### config.mk
export PLATFORM = sky130hd
export DESIGN_NAME = hb_master_arbiter_flat
export DESIGN_NICKNAME = d
export VERILOG_FILES = /design/src/rtl/hb_master_arbiter_if.sv /design/src/rtl/hb_master_arbiter.sv /design/src/flat_wrapper.sv
export SDC_FILE = /design/constraint.sdc
export NUM_CORES = 1
export LEC_CHECK = 0
export CORE_MARGIN = 2
export CORE_UTILIZATION = 35
export CTS_CLUSTER_SIZE = 40
export DETAILED_ROUTE_END_ITERATION = 16
export GPL_TIMING_DRIVEN = 1
export SLEW_MARGIN = 20
export SYNTH_ARGS = -nofsm -noshare
export SYNTH_HDL_FRONTEND = slang
export SYNTH_SLANG_ARGS = --single-unit
### constraint.sdc
create_clock -name hb_clk -period 4.9 [get_ports hb_clk]
set_input_delay 1.225 -clock hb_clk [delete_from_list [all_inputs] [get_ports hb_clk]]
set_output_delay 1.225 -clock hb_clk [all_outputs]
set_load 0.01 [all_outputs]
### src/rtl/hb_master_arbiter_if.sv
// Bus-side signal bundle between the XT_HB masters and the master arbiter.
//
// Signals:
//   master_req        per-master request (read or write pending)
//   master_lock       per-master request to keep the grant after the current transfer
//   slave_wait_finish addressed slave completes the transfer this cycle
//   grant             registered one-hot owner, zero when idle
//   grant_id          registered binary owner index, zero when idle
//   bus_busy          registered OR of grant
//   master_accept     combinational per-master transfer-complete strobe
//
// Modports:
//   slave  - the arbiter's view (takes requests, drives grants)
//   master - the requesters' / bus view (drives requests, sees grants)
interface hb_master_arbiter_if #(
  parameter int MASTER_NUM = 2
);
  localparam int ID_W = (MASTER_NUM > 1) ? $clog2(MASTER_NUM) : 1;

  logic [MASTER_NUM-1:0] master_req;
  logic [MASTER_NUM-1:0] master_lock;
  logic                  slave_wait_finish;
  logic [MASTER_NUM-1:0] grant;
  logic [ID_W-1:0]       grant_id;
  logic                  bus_busy;
  logic [MASTER_NUM-1:0] master_accept;

  modport slave (
    input  master_req, master_lock, slave_wait_finish,
    output grant, grant_id, bus_busy, master_accept
  );

  modport master (
    output master_req, master_lock, slave_wait_finish,
    input  grant, grant_id, bus_busy, master_accept
  );
endinterface

### src/rtl/hb_master_arbiter.sv
// Round-robin arbiter sharing the XT_HB bus between MASTER_NUM masters.
// The grant is registered and held until the owner's transfer completes;
// a locking owner may keep the bus for up to HOLD_MAX consecutive transfers
// while others are waiting (indefinitely when nobody else is requesting).
//
// Ports:
//   hb_clk  bus clock
//   rst_n   asynchronous active-low reset
//   bus     hb_master_arbiter_if.slave: requests, locks and slave completion
//           in; grant, grant_id, bus_busy and master_accept out
module hb_master_arbiter #(
  parameter int MASTER_NUM = 2,
  parameter int HOLD_MAX   = 4
) (
  input logic                  hb_clk,
  input logic                  rst_n,
  hb_master_arbiter_if.slave   bus
);
  localparam int ID_W = (MASTER_NUM > 1) ? $clog2(MASTER_NUM) : 1;

  typedef enum logic {IDLE, OWNED} state_t;

  state_t          state;
  logic [ID_W-1:0] last_id;
  logic [3:0]      hold_cnt;

  logic            found;
  logic [ID_W-1:0] win_id;
  logic            owner_req;
  logic            owner_lock;
  logic            owner_done;
  logic            any_other;
  logic            keep;

  // The search always starts just after last_id. While a master owns the
  // bus last_id equals the owner, so the owner comes last in the order and
  // is only picked again when no other master is requesting.
  always_comb begin
    found  = 1'b0;
    win_id = '0;
    for (int off = 1; off <= MASTER_NUM; off++) begin
      if (!found && bus.master_req[(int'(last_id) + off) % MASTER_NUM]) begin
        found  = 1'b1;
        win_id = ID_W'((int'(last_id) + off) % MASTER_NUM);
      end
    end
  end

  assign owner_req  = |(bus.grant & bus.master_req);
  assign owner_lock = |(bus.grant & bus.master_lock);
  assign owner_done = owner_req & bus.slave_wait_finish;
  assign any_other  = |(bus.master_req & ~bus.grant);
  assign keep       = owner_lock & (((int'(hold_cnt) + 1) < HOLD_MAX) | ~any_other);

  assign bus.master_accept = bus.grant & bus.master_req & {MASTER_NUM{bus.slave_wait_finish}};

  // Ownership FSM. A release (completion without keep, or abort) hands the
  // bus straight to the next winner at the same edge, avoiding an idle cycle.
  always_ff @(posedge hb_clk or negedge rst_n) begin
    if (!rst_n) begin
      state        <= IDLE;
      bus.grant    <= '0;
      bus.grant_id <= '0;
      bus.bus_busy <= 1'b0;
      last_id      <= ID_W'(MASTER_NUM - 1);
      hold_cnt     <= '0;
    end else begin
      case (state)
        IDLE: begin
          if (found) begin
            state        <= OWNED;
            bus.grant    <= MASTER_NUM'(1) << win_id;
            bus.grant_id <= win_id;
            bus.bus_busy <= 1'b1;
            last_id      <= win_id;
            hold_cnt     <= '0;
          end
        end
        OWNED: begin
          if (owner_done && keep) begin
            hold_cnt <= (hold_cnt == 4'd15) ? 4'd15 : hold_cnt + 4'd1;
          end else if (owner_done || !owner_req) begin
            if (found) begin
              bus.grant    <= MASTER_NUM'(1) << win_id;
              bus.grant_id <= win_id;
              bus.bus_busy <= 1'b1;
              last_id      <= win_id;
              hold_cnt     <= '0;
            end else begin
              state        <= IDLE;
              bus.grant    <= '0;
              bus.grant_id <= '0;
              bus.bus_busy <= 1'b0;
            end
          end
        end
        default: state <= IDLE;
      endcase
    end
  end
endmodule
### src/flat_wrapper.sv
// flat-port wrapper written by rule: the top's interface ports become plain ports
module hb_master_arbiter_flat 
#(
  parameter int MASTER_NUM = 2,
  parameter int HOLD_MAX   = 4
)
  (hb_clk, rst_n, bus_master_req, bus_master_lock, bus_slave_wait_finish, bus_grant, bus_grant_id, bus_bus_busy, bus_master_accept);
  hb_master_arbiter_if #(.MASTER_NUM(MASTER_NUM)) bus_i ();
  input logic hb_clk;
  input logic rst_n;
  input wire logic [$bits(bus_i.master_req)-1:0] bus_master_req;
  input wire logic [$bits(bus_i.master_lock)-1:0] bus_master_lock;
  input wire logic [$bits(bus_i.slave_wait_finish)-1:0] bus_slave_wait_finish;
  output wire logic [$bits(bus_i.grant)-1:0] bus_grant;
  output wire logic [$bits(bus_i.grant_id)-1:0] bus_grant_id;
  output wire logic [$bits(bus_i.bus_busy)-1:0] bus_bus_busy;
  output wire logic [$bits(bus_i.master_accept)-1:0] bus_master_accept;
  assign bus_i.master_req = bus_master_req;
  assign bus_i.master_lock = bus_master_lock;
  assign bus_i.slave_wait_finish = bus_slave_wait_finish;
  assign bus_grant = bus_i.grant;
  assign bus_grant_id = bus_i.grant_id;
  assign bus_bus_busy = bus_i.bus_busy;
  assign bus_master_accept = bus_i.master_accept;
  hb_master_arbiter #(.MASTER_NUM(MASTER_NUM), .HOLD_MAX(HOLD_MAX)) u_core (.hb_clk(hb_clk), .rst_n(rst_n), .bus(bus_i));
endmodule
Yosys cells after proc, flatten, opt, wreduce, memory -nomap -nowiden
Cells that the tools add are included.
{ "op_classes": {"bitwise": 12, "n_reduce_logical": 10, "eq_ne": 5, "shifts": 1, "n_mux": 37, "n_addsub": 4, "order_cmp": 3} }
{ "op_table": {"columns": ["operator", "count"], "rows": [
  ["32-bit by 4-bit < comparator with 1-bit output, second input constant", 1],
  ["1-bit 2-to-1 mux", 23],
  ["4-bit 2-to-1 mux", 4],
  ["2-bit AND", 4],
  ["2-bit 2-to-1 mux", 4],
  ["1-bit case mux with 2 select lines", 4],
  ["4-bit case mux with 2 select lines", 1],
  ["2-bit by 3-bit < comparator with 1-bit output, second input constant", 2],
  ["2-bit OR reduction", 3],
  ["4-bit by 1-bit adder with 5-bit output, second input constant", 1],
  ["4-bit by 1-bit adder with 4-bit output, second input constant", 1],
  ["4-bit equality test, second input constant", 1],
  ["2-bit inequality test, second input constant", 2],
  ["2-bit case mux with 2 select lines", 1],
  ["3-bit inequality test, second input constant", 1],
  ["3-bit AND reduction", 1],
  ["1-bit adder, second input constant", 2],
  ["1-bit AND", 2],
  ["1-bit AND, first input constant", 2],
  ["1-bit logical AND", 2],
  ["1-bit logical NOT", 2],
  ["2-bit by 1-bit inequality test with 1-bit output, second input constant", 1],
  ["1-bit inverter", 2],
  ["2-bit inverter", 1],
  ["other kinds (4)", 4]
]} }
{ "totals": {"register_bits": 10, "in_bits": 7} }

Logic depth before layout (Yosys ltp)
Gate-level depths: netlist of the first run.
{ "depth": {"ltp_word": 14, "depth_mapped": 6} }

Worst setup path before layout of the first run
Ideal clock, no wire load.
{ "synth_path": {"kind": "in2out", "from": "input bus_master_req[0]", "to": "output bus_master_accept[0]", "path_stages": 1, "required_ns": 3.675, "path_buffers": 0, "path_slack_ns": 2.260, "arrival_time_ns": 1.415, "path_cell_list": "and3_1"} }
{ "synth_via": {"elab_chain_len": 2} }
{ "synth_lines": {"columns": ["element", "line", "text"], "rows": [
  ["from (decl)", "flat_wrapper.sv:11", "input wire logic [$bits(bus_i.master_req)-1:0] bus_master_req;"],
  ["2-bit AND (2 in series)", "hb_master_arbiter.sv:55", "assign bus.master_accept = bus.grant & bus.master_req & {MASTER_NUM{bus.slave_wait_finish}};"],
  ["to (decl)", "flat_wrapper.sv:17", "output wire logic [$bits(bus_i.master_accept)-1:0] bus_master_accept;"]
]} }
Every way passes these cells.

Worst setup path in the final report of the first run
{ "layout_path": {"from": "input bus_slave_wait_finish", "to": "output bus_master_accept[0]"} }
{ "layout_via": {"elab_chain_len": 1} }
{ "layout_lines": {"columns": ["element", "line", "text"], "rows": [
  ["from (decl)", "flat_wrapper.sv:13", "input wire logic [$bits(bus_i.slave_wait_finish)-1:0] bus_slave_wait_finish;"],
  ["2-bit AND", "hb_master_arbiter.sv:55", null]
]} }
Every way passes these cells.

==> flow_metrics.py, run 1 <==
metrics = {
    "sta": {
        "relSlewSlack_pct": 53.87,
        "period_needed_ns": 3.752,
        "skew_ns": 0.002330,
        "final-hold-violation-count": 0,
        "rsz0062_at_grt": "no",
        "tightest_slew_ns": 0.6847,
        "finalSetupViolCount": 0,
        "timing.final.crit_share_pct": 76.57,
        "max_freq_mhz": 266.5,
        "fin_tns_setup_ns": 0,
        "slew_viol_final": 0,
        "layout_setup_ws_ns": 1.148,
    },
    "detailed_routing": {
        "vias": 490,
        "wl_met3_um": 61,
        "drt_pass1_iterations": 3,
        "drt_wl_total_mm": 1.159,
        "viasPerCell": 5.698,
        "post_drt_wl_per_cell_um": 13.48,
        "drt-initial-drc-count": 1,
        "drc_errors": 0,
        "highest_layer": "met4",
        "drtAntennaViolNets": 0,
        "wl_met1_um": 525,
        "wl_met2_um": 540,
    },
    "min_path": {
        "worstHoldEndpoint": "u_core.last_id$_DFFE_PN1P_",
        "hold_path_class": "reg -> reg",
        "hold_start": "u_core.last_id$_DFFE_PN1P_",
        "whs_path_depth": 1,
    },
    "setup_path": {
        "end_kind": "output port",
        "cp.required_ns": 3.67,
        "r2r-end": "u_core.bus.grant[0]$_DFFE_PN0P_",
        "regToRegSetupSlack_ns": 2.99,
        "arrival_ns": 2.53,
        "cp_max_fo": 7,
        "start_kind": "input pin",
        "criticalPathCategory": "in -> out",
        "r2r_cells": 6,
        "r2r_start": "u_core.hold_cnt[0]$_DFFE_PN0P_",
    },
    "final_layout": {
        "final_util_pct": 47.23,
        "diodes": 0,
        "nets": 79,
        "area_growth_pct": 29.20,
        "layout-drive-gt1-share_pct": 14.29,
    },
    "yosys": {
        "synth_ff_type": "dfrtp_1",
        "yosys_warnings": 0,
        "yosysTopAreaCell": "dfrtp_1",
        "seq_area_frac_synth_pct": 41.61,
        "async_reset_ff_share_pct": 100.0,
        "synthCells": 55,
        "synth_common_cells": "8 x dfrtp_1, 4 x nand2_1, 4 x nor2_1, 4 x o21ai_0",
        "synth_top_area_share_pct": 36.78,
        "synth.most_common_cell": "dfrtp_1",
        "postSynthAreaPerCell_um2": 9.896,
        "synth_area_um2": 544.3,
        "synth.distinct_cells": 30,
        "syn_nets": 63,
        "synthTopCellsByArea": "dfrtp_1 37%, dfstp_2 4.8%, nor4_4 3.9%",
        "synth-seq-cells": 9,
        "synth_edf_count": 0,
    },
    "global_route": {
        "grt_max_degree": 11,
        "grt_pass1_vias": 487,
        "grt_overflow_total": 0,
        "antenna_found_initial": 0,
        "grt_pass1_wl_mm": 2.194,
        "grt_use_total_pct": 15.44,
    },
    "floorplan": {
        "rows": 14,
        "die_h_um": 43.44,
        "core_area_um2": 1489,
        "initial_core_util_pct": 36.55,
        "num_io_pins": 13,
        "die_x_um": 43.44,
        "die_area_um2": 1887,
    },
    "placed_design": {
        "dp_hpwl_um": 851.2,
        "gp_congestion": 0.7269,
        "io_buffers": 12,
        "pre_cts_slack_ns": 1.157,
    },
    "clock_tree": {
        "cts_made_buffers": 3,
        "cts_root_buf": "clkbuf_4",
        "clock_path_buffers": 2,
        "hold_buffers": 0,
        "cts_num_sinks": 9,
        "cts_resized": 0,
        "cts_setup_buffers": 0,
        "clk_latency_ns": 0.26,
        "clk_pin_slew_ns": 0.06,
        "cts_tree": "done",
        "cts_max_level": 1,
    },
    "power_and_ir_drop": {
        "irDropWorstVdd_mv": 0.1721,
        "power.density_nw_per_um2": 326.9,
        "p_leak_nw": 0.2937,
    },
    "run": {
        "maxCapViolCount": 0,
    },
    "run_status": {
        "status": "complete, no violations",
    },
}
==> layout make-up <==
class | instances | area [µm²]
clock buffers | 4 | 26.28
fillers | 140 | 785.8
inverters | 2 | 7.507
flip-flops and latches | 9 | 226.5
well taps | 16 | 20.02
multi-input cells | 43 | 302.8
repair buffers | 12 | 120.1
==> worst max path at each step <==
stage,startpoint,endpoint
final,bus_slave_wait_finish,bus_master_accept[0]
after global routing,bus_slave_wait_finish,bus_master_accept[0]
after CTS,bus_slave_wait_finish,bus_master_accept[0]
after detailed placement,bus_slave_wait_finish,bus_master_accept[0]
after global placement,bus_slave_wait_finish,bus_master_accept[0]
after floorplan,bus_master_req[0],bus_master_accept[0]
==> layout by cell type (no fill, tap or decap), types with 2 or more instances in the layout <==
cell and count:
a21oi_1 3, a22o_2 2, and3_1 2, clkbuf_4 3, clkdlybuf4s50_1 12, dfrtp_1 8
inv_1 2, nand2_1 4, nand2b_1 3, nor2_1 4, nor3_1 2, o21ai_0 4
o31ai_1 2
==> logic make-up (layout without fill, tap and decap cells) <==
| family | after synthesis | count (layout) | synth area share, % |
|---|---|---|---|
| AO/OA/AOI/OAI | 17 | 17 | 23.68 |
| adder cells (fa/ha/maj) | 1 | 1 | 2.298 |
| buffers and inverters | 3 | 18 | 2.760 |
| flip-flops | 9 | 9 | 41.61 |
| multiplexers | 1 | 1 | 1.839 |
| AND/OR/NAND/NOR | 24 | 24 | 27.82 |
==> report_power, final <==
group | switching (mW) | internal (mW)
clock | 0.0246 | 0.0313
combinational | 0.0343 | 0.0404
sequential | 0.0121 | 0.0873
==> critical path: stages <==
cell and delay, ns:
clkdlybuf4s50_1 0.59, and3_1 0.19, clkdlybuf4s50_1 0.53
==> per-stage QoR <==
step | cells | cell area, µm² | power (mW) | hold slack (ns)
floorplan | 55 | 544.3 | 0.1441 | 0.4960
finish | 86 | 703.2 | 0.2298 | 0.5115
CTS | 86 | 703.2 | 0.2332 | 0.5146
global route | 86 | 703.2 | 0.2503 | 0.5367
global placement | 82 | 676.9 | 0.1757 | 0.4981
detailed placement | 82 | 676.9 | 0.1758 | 0.5059
==> sequential cells by signal, indices dropped and copies added (netlist names) <==
name                 flops
u_core.bus.bus_busy      1
u_core.last_id           1
u_core.hold_cnt          4
u_core.state             1
u_core.bus.grant         1
u_core.bus.grant_id      1
==> layer usage <==
metal | vias to the layer above | track usage, %
met2 | 14 | 21.79
met1 | 231 | 21.61
met5 | - | 0
met4 | 0 | 9.091
li1 | 240 | -
met3 | 5 | 3.333
(Power assumes the default switching activity.)
==> inputs of run 2 (changes only) <==
Clock period 4.9 ns to 3.8 ns, I/O delays scaled along.
==> flow_metrics.py, run 2 (synthesis results as in run 1) <==
metrics = {
    "run_status": {
        "status": "complete, no violations",
    },
    "setup_path": {
        "cp.required_ns": 2.85,
        "cpPeakStageDelay_ns": 0.58,
        "end_kind": "output port",
        "crit_top_cell": "clkdlybuf4s50_1",
        "path_cells": "clkdlybuf4s50_1, and3_1, clkdlybuf4s50_1",
        "startpoint": "bus_slave_wait_finish",
        "start_kind": "input pin",
        "r2r_start": "u_core.hold_cnt[0]$_DFFE_PN0P_",
        "cp_max_fo": 7,
        "criticalPathCategory": "in -> out",
        "crit_slowest_cell": "clkdlybuf4s50_1",
        "arrival_ns": 2.24,
    },
    "final_layout": {
        "final_cell_mix": "12 x clkdlybuf4s50_1, 8 x dfrtp_1, 4 x o21ai_0, 4 x nand2_1, 4 x nor2_1",
        "instances_no_fill": 86,
        "design_area_um2": 703.2,
        "area_growth_pct": 29.20,
        "largest_reg_flops": 4,
        "diodes": 0,
        "final_common_cell": "clkdlybuf4s50_1",
        "nets": 79,
        "layout-drive-gt1-share_pct": 14.29,
        "final_util_pct": 47.23,
        "regMostFlops": "u_core.hold_cnt",
    },
    "detailed_routing": {
        "drt-initial-drc-count": 6,
        "wl_met3_um": 72,
        "wl_met2_um": 557,
        "drc_errors": 0,
        "drtAntennaViolNets": 0,
        "viasPerCell": 5.733,
        "post_drt_wl_per_cell_um": 13.52,
        "vias": 493,
        "drt_pass1_iterations": 4,
        "highest_layer": "met4",
        "drt_wl_total_mm": 1.163,
        "wl_met1_um": 528,
    },
    "placed_design": {
        "dpl_cell_area_um2": 676.9,
        "dp_hpwl_um": 838.9,
        "io_buffers": 12,
        "pre_cts_slack_ns": 0.6217,
        "placed_cells": 82,
        "gp_congestion": 0.7270,
    },
    "clock_tree": {
        "hold_buffers": 0,
        "cts_root_buf": "clkbuf_4",
        "cts_setup_buffers": 0,
        "cts_num_sinks": 9,
        "cts_max_level": 1,
        "cts_made_buffers": 3,
        "cts_tree": "done",
        "cts_resized": 0,
        "clock_path_buffers": 2,
        "clk_pin_slew_ns": 0.06,
        "clk_latency_ns": 0.25,
    },
    "min_path": {
        "hold_path_class": "reg -> reg",
        "hold_start": "u_core.last_id$_DFFE_PN1P_",
    },
    "sta": {
        "max_freq_mhz": 313.5,
        "timing.final.crit_share_pct": 83.95,
        "relSlewSlack_pct": 54.37,
        "tightest_slew_ns": 0.6773,
        "fin_tns_setup_ns": 0,
        "period_needed_ns": 3.190,
        "holdWs_ns": 0.5122,
        "rsz0062_at_grt": "no",
        "slew_viol_final": 0,
        "layout_setup_ws_ns": 0.6099,
        "final-hold-violation-count": 0,
        "skew_ns": 0.0001998,
        "finalSetupViolCount": 0,
    },
    "run": {
        "maxCapViolCount": 0,
    },
    "power_and_ir_drop": {
        "p_total_mw": 0.2965,
        "p_leak_nw": 0.2937,
        "power.density_nw_per_um2": 421.6,
        "irDropWorstVdd_mv": 0.2391,
    },
    "global_route": {
        "grt_overflow_total": 0,
        "antenna_found_initial": 0,
        "grt_pass1_wl_mm": 2.097,
        "grt_pass1_vias": 485,
        "grt_use_total_pct": 14.93,
        "grt_max_degree": 11,
    },
    "floorplan": {
        "core_area_um2": 1489,
        "initial_core_util_pct": 36.55,
        "num_io_pins": 13,
        "die_x_um": 43.44,
        "die_area_um2": 1887,
        "rows": 14,
        "die_h_um": 43.44,
    },
}
-- run 2: cell counts in the layout (fill, tap and decap cells not counted) --
Identical to the previous run, type by type.
-- run 2: layout make-up --
cell class | count | area, µm²
Inverter | 2 | 7.507
Fill cell | 140 | 785.8
Tap cell | 16 | 20.02
Multi-Input combinational cell | 43 | 302.8
Clock buffer | 4 | 26.28
Timing Repair Buffer | 12 | 120.1
Sequential cell | 9 | 226.5
-- run 2: layer usage --
| metal | up-vias | track usage [%] |
|---|---|---|
| met1 | 239 | 19.79 |
| li1 | 239 | - |
| met5 | - | 0 |
| met2 | 13 | 22.09 |
| met3 | 2 | 3.333 |
| met4 | 0 | 9.091 |
-- run 2: power by group --
part,internal [mW],switching [mW]
Sequential,0.113,0.0156
Combinational,0.0521,0.0444
Clock,0.0403,0.0315
-- run 2: final timing paths --
| path | end | slack (ns) | cells after the start |
|---|---|---|---|
| min reg2reg | u_core.last_id$_DFFE_PN1P_ | 0.51 | 1 |
| max | bus_master_accept[0] | 0.61 | 3 |
| max reg2reg | u_core.bus.grant[0]$_DFFE_PN0P_ | 1.90 | 6 |
| min | u_core.last_id$_DFFE_PN1P_ | 0.51 | 1 |
| max in group asynchronous | u_core.last_id$_DFFE_PN1P_ | 2.49 | 1 |
| min in group asynchronous | u_core.hold_cnt[2]$_DFFE_PN0P_ | 0.99 | 1 |
-- run 2: critical path, delay by kind of cell --
kind	cells	cell delay, ns
buffers and inverters	2	1.11
AND/OR/NAND/NOR	1	0.18
